`config.mk`:
```
export PLATFORM = sky130hd
export DESIGN_NAME = mem_stage
export DESIGN_NICKNAME = d
export VERILOG_FILES = /design/src/rtl/mem_stage.sv
export SDC_FILE = /design/constraint.sdc
export NUM_CORES = 1
export LEC_CHECK = 0
export BUFFER_PORTS_ARGS = -buffer_cell sky130_fd_sc_hd__buf_2
export CAP_MARGIN = 20
export CELL_PAD_IN_SITES_DETAIL_PLACEMENT = 0
export CELL_PAD_IN_SITES_GLOBAL_PLACEMENT = 1
export CORE_ASPECT_RATIO = 0.5
export CORE_MARGIN = 4
export CORE_UTILIZATION = 36
export CTS_CLUSTER_SIZE = 28
export DETAILED_ROUTE_END_ITERATION = 8
export PLACE_DENSITY = 0.82
export SYNTH_ARGS = -nofsm -noshare
export SYNTH_HDL_FRONTEND = slang
export SYNTH_SLANG_ARGS = --single-unit
```
`constraint.sdc`:
```
create_clock -name clk -period 3.93 [get_ports clk]
set_clock_uncertainty 0.05 [all_clocks]
set_input_delay 0.393 -clock clk [delete_from_list [all_inputs] [get_ports clk]]
set_output_delay 0.393 -clock clk [all_outputs]
set_load 0.05 [all_outputs]
```
`src/rtl/mem_stage.sv`:
```
// Pipeline MEM stage: forwards ALU results and runs one data-memory access per load/store with a req/ack handshake.
// Optional misaligned-access trap enabled by defining MEM_STAGE_MISALIGN_TRAP_EN.
module mem_stage #(
  parameter int unsigned S = 32
) (
  input  logic         clk,
  input  logic         reset,
  input  logic         mem_valid,
  input  logic [S-1:0] mem_ALUout,
  input  logic [1:0]   mem_zero,
  input  logic         mem_read,
  input  logic         mem_write,
  input  logic [S-1:0] mem_wdata,
  input  logic [4:0]   mem_rd,
  input  logic         mem_regwrite,
  output logic         stall,
  output logic         dmem_req,
  output logic         dmem_we,
  output logic [S-1:0] dmem_addr,
  output logic [S-1:0] dmem_wdata,
  input  logic         dmem_ack,
  input  logic [S-1:0] dmem_rdata,
  output logic         wb_valid,
  output logic         wb_regwrite,
  output logic [S-1:0] wb_data,
  output logic [4:0]   wb_rd,
  output logic [1:0]   wb_zero
`ifdef MEM_STAGE_MISALIGN_TRAP_EN
  ,
  output logic         misalign
`endif
);

  typedef enum logic {IDLE, WAIT} state_t;

  state_t state;
  logic   mem_op_c;
  logic   bad_align_c;

  assign mem_op_c = mem_valid & (mem_read | mem_write);

`ifdef MEM_STAGE_MISALIGN_TRAP_EN
  assign bad_align_c = mem_op_c & (mem_ALUout[1:0] != 2'b00);
`else
  assign bad_align_c = 1'b0;
`endif

  // Upstream holds while an access is being captured or is still outstanding
  assign stall = ((state == IDLE) & mem_op_c & ~bad_align_c) |
                 ((state == WAIT) & ~dmem_ack);

  always_ff @(posedge clk or posedge reset) begin
    if (reset) begin
      state       <= IDLE;
      dmem_req    <= 1'b0;
      dmem_we     <= 1'b0;
      dmem_addr   <= '0;
      dmem_wdata  <= '0;
      wb_valid    <= 1'b0;
      wb_regwrite <= 1'b0;
      wb_data     <= '0;
      wb_rd       <= 5'd0;
      wb_zero     <= 2'd0;
`ifdef MEM_STAGE_MISALIGN_TRAP_EN
      misalign    <= 1'b0;
`endif
    end else begin
      wb_valid <= 1'b0;
`ifdef MEM_STAGE_MISALIGN_TRAP_EN
      misalign <= 1'b0;
`endif
      case (state)
        IDLE: begin
          if (mem_valid) begin
            if (bad_align_c) begin
              // Trap retires immediately with no register write and no access
              wb_valid    <= 1'b1;
              wb_regwrite <= 1'b0;
              wb_rd       <= mem_rd;
              wb_zero     <= mem_zero;
`ifdef MEM_STAGE_MISALIGN_TRAP_EN
              misalign    <= 1'b1;
`endif
            end else if (mem_read | mem_write) begin
              dmem_req   <= 1'b1;
              dmem_we    <= mem_write & ~mem_read;
              dmem_addr  <= mem_ALUout;
              dmem_wdata <= mem_wdata;
              state      <= WAIT;
            end else begin
              wb_valid    <= 1'b1;
              wb_data     <= mem_ALUout;
              wb_rd       <= mem_rd;
              wb_regwrite <= mem_regwrite;
              wb_zero     <= mem_zero;
            end
          end
        end
        WAIT: begin
          if (dmem_ack) begin
            dmem_req <= 1'b0;
            state    <= IDLE;
            wb_valid <= 1'b1;
            wb_rd    <= mem_rd;
            wb_zero  <= mem_zero;
            // dmem_we still reflects the captured op: low means load
            if (!dmem_we) begin
              wb_data     <= dmem_rdata;
              wb_regwrite <= mem_regwrite;
            end else begin
              wb_regwrite <= 1'b0;
            end
          end
        end
        default: state <= IDLE;
      endcase
    end
  end

endmodule
```
# Word level (Yosys, flattened, before mapping)
# Cells that the tools add are included.
# W data, S select, Z words.
dict set report classes {
  n_eq_ne 5
  muxes 30
  n_bitwise 9
  reduce_logical 4
}
# cell n
set ops {}
lappend ops {{$mux W32} 4}
lappend ops {{$pmux W32 S2} 1}
lappend ops {{$mux W5} 3}
lappend ops {{$mux W1} 13}
lappend ops {{$ne A2 B2 Y1 const B} 5}
lappend ops {{$pmux W5 S2} 1}
lappend ops {{$reduce_and A3 Y1} 3}
lappend ops {{$pmux W1 S2} 4}
lappend ops {{$mux W2} 3}
lappend ops {{$and A1 B1 Y1} 4}
lappend ops {{$pmux W2 S2} 1}
lappend ops {{$reduce_and A4 Y1} 1}
lappend ops {{$not A1 Y1} 3}
lappend ops {{$or A1 B1 Y1} 2}
dict set report totals {
  register_bits 108
  input_bits 110
  out_inout_bits 108
  word_cells 58
}

# Depth between registers and ports, before layout
# Gate-level depths: netlist (run 1).
dict set report depth {
  depth_word 4
  depth_mapped 6
  mapped_depth_nobuf 3
}

# Worst setup path before layout (run 1)
# No wires, ideal clock.
dict set report synth_timing {
  kind {reg-to-output}
  startpoint {register state}
  endpoint {output port stall}
  arrival_ns 1.555
  required_time_ns 3.487
  path_slack_ns 1.932
  stages_incl_launch_ff 7
  path_buffers 3
  cell_sequence {dfrtp_1 > buf_6 > nor2b_1 > o21a_1 > buf_2 > buf_4 > a21o_1}
}
dict set report synth_between {
  elab_chain_cells 3
  word_cells_on_any_way 4
  classes_between {4 x bitwise}
}
# element line_no
set synth_rtl {}
lappend synth_rtl {{from (decl)} 36} ;# state_t state;
lappend synth_rtl {{from (signal assigned)} 54} ;# state <= IDLE;
lappend synth_rtl {{from (signal assigned)} 89} ;# state <= WAIT;
lappend synth_rtl {{from (signal assigned)} 102} ;# state <= IDLE;
lappend synth_rtl {{$not A1 Y1 (no source line)} --}
lappend synth_rtl {{$and A1 B1 Y1} 49} ;# assign stall = ((state == IDLE) & mem_op_c & ~bad_align_c) |
lappend synth_rtl {{$or A1 B1 Y1 *} 49}
lappend synth_rtl {{to (decl)} 16} ;# output logic stall,
# Mark *: on every way between the ends. The rest lies on a longest branch, timed or not.

# Worst setup path after layout (run 1)
dict set report layout_timing {
  startpoint {register state}
  endpoint {register wb_data[23]}
}
dict set report layout_between {
  elab_chain_cells 3
  word_cells_on_any_way 7
  classes_between {4 x eq/ne; 1 x mux; 1 x bitwise; 1 x reduce/logical}
}
# element line_no
set layout_rtl {}
lappend layout_rtl {{$not A1 Y1 (no source line)} --}
lappend layout_rtl {{$ne A2 B2 Y1 (no source line)} --}
lappend layout_rtl {{$reduce_and A4 Y1 (no source line)} --}
lappend layout_rtl {{to (signal assigned)} 92} ;# wb_data <= mem_ALUout;
lappend layout_rtl {{to (signal assigned)} 108} ;# wb_data <= dmem_rdata;
lappend layout_rtl {{to (decl)} 25} ;# output logic [S-1:0] wb_data,
# Several ways; a longest one is shown, not always the timed one.
# A chain may end at the register's enable or synchronous reset.

==> run summary, run 1 <==
run status -> completed
number of synthesized register bits -> 108
CTS tree -> done
first-pass GRT wire length -> 17,620 um
CTS Buffer Depth -> 2
Hold Worst Slack -> 0.06222 ns
Die Ht -> 87.66 um
Mapped Nets -> 381
DR WL/cell -> 17.15 um
antenna violations before repair -> 0
count of cell types in the netlist -> 18
routability cong. -> 0.7821
setup total negative slack -> 0 ns
combinational cell fraction of total power -> 0.473
Internal Power -> 2637 uW
net switching power -> 2187 uW
Max Cap Viol -> 0
kind of critical path -> reg2reg
latest clock arrival within the worst-skew pair -> 0.33 ns
Buffers on Ports -> 217
Post-DP Area -> 5782 um^2
Post-DRT Antenna Nets -> 0
nets -> 601
Reg2Reg Setup Slack -> 1.40 ns
Final setup viols -> 0
critical path required time -> 4.10 ns
largest net degree at the start of global routing -> 47
die area -> 14,670 um^2
GR peak layer -> met2
fmax -> 0.3960 GHz
GRT overflow -> 0
met2 usage -> 0.2934
site row count -> 28
kind of start point of the critical path -> flip-flop
Area Growth Syn to Fin -> 33.20%
Tcrit/Tclk final -> 0.6426
Reg clk slew, reported paths -> 0.07 ns
worst-margin pin slew -> 0.7489 ns
DRT Wirelength -> 11,330 um
Clk pwr share -> 0.190
minimum clock period -> 2.525 ns
grt met3 use -> 0.03922
number of instances resized during post-cts repair -> 0
Setup Buffers After CTS -> 0
Initial Utilization -> 0.3769
fin. max-slew vios -> 0
total power -> 4824 uW
Die Wd -> 167.3 um
H-tree levels -> 3
area of the multi-input gates -> 1732 um^2
Post-Syn Instances -> 271
share of cells above drive strength 1 -> 0.7641
Num CTS Buffers -> 9
yosys warns -> 0
crit path capture type -> flip-flop
PwrDens -> 792.8 nW/um^2
worst-path maximum fanout -> 35
Pre-Repair DR Iteration Count -> 4
cts hold-fix bufs -> 0
Final Hold Fails -> 0
number of global-route vias before repair -> 3,254
CP arrival -> 2.69 ns
slew margin rel. -> 0.5007
HPWL after detailed placement -> 8711 um
Synth Cell Area -> 4568 um^2
via/cell ratio -> 4.557
DR vias -> 3,012
register area share after synthesis -> 0.5916
# fillers -> 1,134
# IOs -> 218
n_diodes -> 0
Storage cell area -> 2703 um^2
Worst IR Drop VDD -> 292.1 uV
Leak -> 0.002970 uW
RSZ-0062 raised after global routing -> no
Worst Hold Class -> in2async
R2R depth -> 5
post-route cell area -> 6085 um^2
met1 Track Usage GR -> 0.1679
global-route usage over all layers -> 0.1515
DR iter-0 viols -> 120
Avg Synthesized Cell Area -> 16.86 um^2
CTS sink cnt -> 108
core footprint -> 12,120 um^2
DRC -> 0
Net Sw Frac -> 0.4533
Seq pwr share -> 0.337
CTS root buffer -> clkbuf_16
-- critical path, stage by stage (launching register included) --
cell and delay [ns]:
dfrtp_1 0.37, buf_4 0.44, nand2_1 0.23, o21ai_4 0.46, buf_4 0.48, mux2_4 0.34
-- final cells by class --
type	count	area share
Clock buffer	11	0.03989
Clock inverter	5	0.009870
Inverter	2	0.001645
Multi-Input combinational cell	147	0.2846
Sequential cell	108	0.4442
Tap cell	165	0.03393
Timing Repair Buffer	223	0.1859
-- synth_stat cells, drive strengths merged --
cell / count / area [um^2]
clkbuf: 3 / 11.26
or4b: 1 / 13.76
dfrtp: 108 / 2703
a21oi: 2 / 10.01
a21o: 2 / 15.01
buf: 11 / 116.4
mux2: 136 / 1644
o21ai: 1 / 16.27
nor2b: 1 / 6.260
a21boi: 1 / 7.510
inv: 2 / 7.510
nand2: 2 / 10.01
o21a: 1 / 7.510
-- power by group through the flow --
stage / registers (uW) / logic [uW] / clock network [uW]
floorplan: 2840 / 564 / 0
global placement: 1640 / 2280 / 0
detailed placement: 1640 / 2310 / 0
CTS: 1630 / 2310 / 946
global route: 1670 / 2370 / 992
finish: 1620 / 2280 / 917
-- placed cells by master (no fill, tap or decap) --
cell	instances
dfrtp_1	108
clkinv_2	1
buf_4	6
nand2_1	1
a21oi_1	2
clkbuf_16	9
inv_6	1
mux2_4	30
clkbuf_1	1
clkbuf_8	1
bufinv_16	1
o21ai_4	1
mux2_2	106
clkinvlp_4	1
or4b_4	1
buf_2	217
inv_4	1
inv_1	1
clkinv_4	1
nand2_2	1
a21o_1	2
nor2b_1	1
o21a_2	1
a21boi_0	1
-- flip-flops by register name (all words and copies together), names as in the netlist --
name	count
state	1
wb_rd	5
dmem_wdata	32
wb_zero	2
dmem_we	1
wb_valid	1
dmem_addr	32
dmem_req	1
wb_data	32
wb_regwrite	1
-- final timing paths --
path                                         endpoint            startpoint
min in group clk                  dmem_we$_DFFE_PP0P_              mem_read
setup reg to reg              wb_data[23]$_DFFE_PP0P_       state$_DFF_PP0_
hold reg to reg                  dmem_req$_DFFE_PP0P_  dmem_req$_DFFE_PP0P_
setup / recovery              wb_data[23]$_DFFE_PP0P_       state$_DFF_PP0_
hold / removal             dmem_wdata[19]$_DFFE_PP0P_                 reset
max in group asynchronous   dmem_addr[16]$_DFFE_PP0P_                 reset
-- stage by stage --
stage | utilization | instances | worst slack [ns]
after floorplan | - | 271 | 0.6414
after global placement | 0.4770 | 645 | 1.466
after detailed placement | 0.4770 | 645 | 1.419
after CTS | 0.5020 | 661 | 1.407
after global routing | 0.5020 | 661 | 1.251
final | 0.5020 | 661 | 1.405
-- kinds of logic (layout without fill, tap and decap cells) --
kind of cell / Yosys count / in the layout / synth area share
buffers and inverters: 16 / 241 / 0.02958
and+or+nand+nor: 4 / 4 / 0.006574
DFF: 108 / 108 / 0.5916
AOI/OAI and AO/OA: 7 / 7 / 0.01233
muxes: 136 / 136 / 0.3599
-- per-layer routing --
metal	vias up	wire length, um
li1	1405	-
met1	1514	4220
met2	76	6381
met3	17	496
met4	0	235
met5	-	0
No activity file was read; power rests on OpenSTA's default activity.
==> inputs of run 2 (changes only) <==
Clock period 3.93 ns to 2.35 ns, I/O delays scaled along.
==> run 2 against run 1 <==
Against the previous run:
- non-clock buffer count up 3
- die area unchanged
- global-route usage is 0.21 points higher
- sequential power up 67%
- first-iteration DRC count increased by 10%
- clock-buffer cell count up 2
- sequential share of layout area fell by 0.41 points
- largest power group unchanged
- combinational power increased by 69%
- register-to-register slack lost 1.1 ns
- via count shrank 0.20%
- critical path depth unchanged
==> run summary, run 2 (synthesis gave the netlist of run 1 again) <==
share of cells above drive strength 1 -> 0.7610 (-0.003069)
Final setup viols -> 0 (unchanged)
die area -> 14,670 um^2 (unchanged)
latest clock arrival within the worst-skew pair -> 0.34 ns (about the same)
Top Registers -> dmem_addr x32, dmem_wdata x32, wb_data x32
Net Sw Frac -> 0.4561 (+0.002774)
n_diodes -> 0 (unchanged)
area of the multi-input gates -> 1732 um^2 (unchanged)
Setup Buffers After CTS -> 0 (unchanged)
Reg2Reg Setup Slack -> 0.30 ns (-1.10 ns)
Num CTS Buffers -> 9 (unchanged)
kind of critical path -> reg2out
H-tree levels -> 3 (unchanged)
HPWL after detailed placement -> 8838 um (+1.5%)
Hold Crit Start -> mem_read
DRT Wirelength -> 11,470 um (+1.2%)
crit path capture type -> primary output
Worst Hold Class -> in2reg
GRT overflow -> 0 (unchanged)
CTS root buffer -> clkbuf_16
Post-DRT Antenna Nets -> 0 (unchanged)
DRC -> 0 (unchanged)
fmax -> 0.4854 GHz
worst-path maximum fanout -> 20 (-43%)
Crit Reg-Reg Startpoint -> state$_DFF_PP0_
Die Wd -> 167.3 um (unchanged)
Final Hold Fails -> 0 (unchanged)
Pre-Repair DR Iteration Count -> 4 (unchanged)
slew margin rel. -> 0.5241 (+0.02337)
antenna violations before repair -> 0 (unchanged)
Storage cell area -> 2703 um^2 (unchanged)
fin. max-slew vios -> 0 (unchanged)
largest net degree at the start of global routing -> 44 (-6.4%)
Leak -> 0.002989 uW (+0.63%)
global-route usage over all layers -> 0.1536 (+0.002117)
Clk pwr share -> 0.177 (-0.013)
site row count -> 28 (unchanged)
first-pass GRT wire length -> 17,850 um (+1.3%)
combinational cell fraction of total power -> 0.484 (+0.011)
Placed Cells -> 647 (+0.31%)
minimum clock period -> 2.060 ns
worst-margin pin slew -> 0.7124 ns (-0.03656 ns)
kind of start point of the critical path -> flip-flop
DR vias -> 3,006 (-0.20%)
# IOs -> 218 (unchanged)
cell count of the worst hold path -> 2
R2R depth -> 5 (unchanged)
CTS sink cnt -> 108 (unchanged)
reg2reg end -> wb_data[1]$_DFFE_PP0P_
Max Cap Viol -> 0 (unchanged)
routability cong. -> 0.7625 (-2.5%)
RSZ-0062 raised after global routing -> no
Die Ht -> 87.66 um (unchanged)
Seq pwr share -> 0.340 (+0.003)
Internal Power -> 4346 uW (+65%)
critical path required time -> 2.07 ns (-2.03 ns)
Hold Crit Endpoint -> dmem_we$_DFFE_PP0P_
most frequent cells in the layout -> 217 x buf_2, 108 x dfrtp_1, 106 x mux2_2
Buffers on Ports -> 217 (unchanged)
CP arrival -> 1.78 ns (-0.91 ns)
Worst IR Drop VDD -> 509.4 uV (+74%)
Tcrit/Tclk final -> 0.8766
via/cell ratio -> 4.534 (-0.50%)
post-layout util -> 0.5066 (+0.004645)
run status -> completed
DR WL/cell -> 17.29 um (+0.85%)
Reg clk slew, reported paths -> 0.07 ns (about the same)
Area Growth Syn to Fin -> 34.43%
net switching power -> 3644 uW (+67%)
PwrDens -> 1301 nW/um^2 (+64%)
CTS Buffer Depth -> 2 (unchanged)
CTS tree -> done
DR iter-0 viols -> 132 (+10%)
Initial Utilization -> 0.3769 (unchanged)
setup total negative slack -> 0 ns (unchanged)
core footprint -> 12,120 um^2 (unchanged)
most common library cell in the layout ignoring fill and taps -> buf_2
number of global-route vias before repair -> 3,292 (+1.2%)
nets -> 604 (+0.50%)
final std cells w/o fill -> 663 (+0.30%)
# fillers -> 1,078 (-4.9%)
[run 2: how the worst max path moves through the flow]
stage               slack [ns]  depth (start not counted)            start                      to
floorplan                 0.51                          6  state$_DFF_PP0_                   stall
global placement          0.33                          5  state$_DFF_PP0_  wb_data[2]$_DFFE_PP0P_
detailed placement        0.27                          5  state$_DFF_PP0_  wb_data[2]$_DFFE_PP0P_
CTS                       0.26                          5  state$_DFF_PP0_  wb_data[1]$_DFFE_PP0P_
global route              0.16                          5  state$_DFF_PP0_  wb_data[1]$_DFFE_PP0P_
finish                    0.29                          5  state$_DFF_PP0_                   stall
[run 2: per-stage QoR]
| step | cell area [um^2] | power [uW] | worst slack [ns] | hold slack [ns] |
|---|---|---|---|---|
| 4_1_cts | 6141 | 8074 | 0.2555 | 0.05971 |
| 3_3_place_gp | 5861 | 6589 | 0.3328 | 0.3159 |
| 5_1_grt | 6141 | 8328 | 0.1590 | 0.05594 |
| 2_1_floorplan | 4572 | 5688 | 0.5095 | 0.2707 |
| 3_5_place_dp | 5861 | 6636 | 0.2746 | 0.3294 |
| 6_report | 6141 | 7990 | 0.2899 | 0.06626 |
[run 2: timing repair]
action | in CTS | in global routing
hold buffers | 1 | 0
endpoints found under the hold margin | 27 | 0
resized for setup | 0 | 0
[run 2: final cells by class]
class	count	area share
flip-flops and latches	108	0.4401
inverters	2	0.001834
multi-input cells	147	0.2820
well taps	165	0.03362
clock buffers	13	0.04238
repair buffers	226	0.1985
clock inverters	2	0.001630
[run 2: per-layer routing]
metal | vias to the layer above | global-route usage | routed length [um]
met5 | - | 0 | 0
met4 | 0 | 0.04566 | 256
met3 | 18 | 0.04058 | 518
met2 | 77 | 0.2846 | 6285
met1 | 1496 | 0.1789 | 4404
li1 | 1415 | - | -
[run 2: power groups by stage]
| stage | Clock (uW) | Combinational, uW | Sequential [uW] |
|---|---|---|---|
| 2_1_floorplan | 0 | 943 | 4750 |
| 5_1_grt | 1520 | 4010 | 2790 |
| 3_3_place_gp | 0 | 3860 | 2730 |
| 6_report | 1410 | 3860 | 2710 |
| 4_1_cts | 1450 | 3900 | 2720 |
| 3_5_place_dp | 0 | 3900 | 2730 |
[run 2: worst max-delay path, stage by stage, from the launching register on]
cell,delay [ns]
dfrtp_1,0.39
buf_4,0.23
nor2b_1,0.20
o21a_2,0.22
a21o_1,0.11
buf_2,0.28
==> inputs of run 3 (changes only) <==
Settings changed: BUFFER_PORTS_ARGS -buffer_cell sky130_fd_sc_hd__buf_2 to -buffer_cell sky130_fd_sc_hd__buf_4, REMOVE_ABC_BUFFERS from default to 1.
==> run 3 against run 2 <==
Against the previous run:
- critical path depth did not move
- maximum frequency fell by 3.7%
- clock power rose by 9%
- via count fell by 0.13%
- sequential share of layout area fell by 3.6 points
- total power rose by 6.9%
- first-iteration DRC count fell by 14%
- setup slack got worse by 0.080 ns
- final cell count did not move
- register-to-register slack got worse by 0.03 ns
- highest routed layer unchanged
==> run summary, run 3 (synthesis gave the netlist of run 1 again) <==
run status -> completed
# IOs -> 218 (unchanged)
GRT overflow -> 0 (unchanged)
final setup margin -> 0.2104 ns (-0.07950 ns)
DRT Wirelength -> 12,020 um (+4.9%)
Buffers on Ports -> 217 (unchanged)
Area Growth Syn to Fin -> 46.29%
slew margin rel. -> 0.4842 (-0.03984)
Top Registers -> dmem_addr x32, dmem_wdata x32, wb_data x32
CTS root buffer -> clkbuf_16
n_diodes -> 0 (unchanged)
Post-DRT Antenna Nets -> 0 (unchanged)
critical path required time -> 2.07 ns (about the same)
kind of start point of the critical path -> flip-flop
kind of critical path -> reg2out
number of global-route vias before repair -> 3,356 (+1.9%)
CTS Buffer Depth -> 2 (unchanged)
Setup Buffers After CTS -> 0 (unchanged)
crit path capture type -> primary output
worst-path maximum fanout -> 66 (+230%)
Num CTS Buffers -> 9 (unchanged)
nets -> 603 (-0.17%)
fin. max-slew vios -> 0 (unchanged)
CTS tree -> done
DR iter-0 viols -> 114 (-14%)
Worst Hold Class -> in2reg
Leak -> 0.003176 uW (+6.3%)
HPWL after detailed placement -> 8929 um (+1.0%)
latest clock arrival within the worst-skew pair -> 0.34 ns (about the same)
via/cell ratio -> 4.528 (-0.13%)
minimum clock period -> 2.140 ns (+0.07950 ns)
share of cells above drive strength 1 -> 0.7651 (+0.004016)
Die Ht -> 87.66 um (unchanged)
Reg clk slew, reported paths -> 0.07 ns (about the same)
RSZ-0062 raised after global routing -> no
fmax -> 0.4674 GHz (-3.7%)
Max Cap Viol -> 0 (unchanged)
Final Hold Fails -> 0 (unchanged)
DRC -> 0 (unchanged)
Worst IR Drop VDD -> 480.2 uV (-5.7%)
die area -> 14,670 um^2 (unchanged)
core footprint -> 12,120 um^2 (unchanged)
DR vias -> 3,002 (-0.13%)
most frequent cells in the layout -> 221 x buf_4, 108 x dfrtp_1, 106 x mux2_2
Die Wd -> 167.3 um (unchanged)
site row count -> 28 (unchanged)
CTS sink cnt -> 108 (unchanged)
Tcrit/Tclk final -> 0.9105 (+0.03383)
global-route usage over all layers -> 0.1618 (+0.008142)
antenna violations before repair -> 0 (unchanged)
Initial Utilization -> 0.3769 (unchanged)
H-tree levels -> 3 (unchanged)
Hold Worst Slack -> 0.04214 ns (-0.02412 ns)
Final setup viols -> 0 (unchanged)
DR WL/cell -> 18.13 um (+4.9%)
worst-margin pin slew -> 0.7707 ns (+0.05834 ns)
# fillers -> 1,056 (-2.0%)
first-pass GRT wire length -> 18,590 um (+4.1%)
CP arrival -> 1.85 ns (+0.07 ns)
largest net degree at the start of global routing -> 67 (+52%)
routability cong. -> 0.7486 (-1.8%)
Place WS -> 0.2940 ns (+0.01933 ns)
PwrDens -> 1278 nW/um^2 (-1.8%)
most common library cell in the layout ignoring fill and taps -> buf_4
Pre-Repair DR Iteration Count -> 4 (unchanged)
[run 3: cell types whose count changed in the layout (fill, tap and decap cells not counted), sizes merged]
cell	before	now
buf	225	224
bufinv	0	1
clkbuf	13	9
clkinv	2	5
inv	1	2
[run 3: path summary, 6_finish.rpt]
path	start	to	slack (ns)	cells after the start
worst max-delay path	state$_DFF_PP0_	stall	0.21	5
worst min-delay path	mem_read	dmem_we$_DFFE_PP0P_	0.04	2
worst max register to register	state$_DFF_PP0_	wb_data[12]$_DFFE_PP0P_	0.27	4
worst min register to register	dmem_addr[23]$_DFFE_PP0P_	dmem_addr[23]$_DFFE_PP0P_	0.46	1
max in group asynchronous	reset	wb_data[1]$_DFFE_PP0P_	1.11	4
min in group asynchronous	reset	dmem_wdata[4]$_DFFE_PP0P_	0.47	3
[run 3: what timing repair did]
item / CTS / global route
hold buffers: 1 / 0
endpoints found under the hold margin: 37 / 0
gates resized for setup: 0 / 0
endpoints found under the setup margin: 0 / 0
[run 3: through the flow]
stage                       util  instance area [um^2]  std cells  setup TNS (ns)  power, uW
final                     0.5513                  6683        663               0       8538
after global routing      0.5513                  6683        663               0       8895
after CTS                 0.5513                  6683        663               0       8639
after detailed placement  0.5255                  6370        646               0       7065
after global placement    0.5255                  6370        646               0       7028
after floorplan                -                  4441        257         -154.87       5650
[run 3: power breakdown]
group	switching [uW]	leakage, uW	internal [uW]
combinational	2720	0.00176	1530
clock	702	0.000146	833
sequential	328	0.00127	2420
[run 3: cell type report]
class,count,area [um^2],area share
clock inverter,7,77.57,0.01161
multi-input combinational,147,1732,0.2591
inverter,2,10.01,0.001498
timing repair buffer,225,1729,0.2588
tap,165,206.4,0.03089
clock buffer,9,225.2,0.03370
sequential,108,2703,0.4044
[run 3: worst max-delay path: stages (launching register included)]
cell     delay, ns
dfrtp_1       0.42
nor2b_1       0.21
o21a_2        0.19
buf_12        0.32
a21o_1        0.15
buf_4         0.20
[run 3: metal layers]
metal	part of all wire	global-route usage	vias to the layer above
met5	0	0	-
met4	0.0056	0.03756	0
met3	0.029	0.03472	5
met2	0.58	0.3164	54
met1	0.39	0.1844	1530
li1	-	-	1413
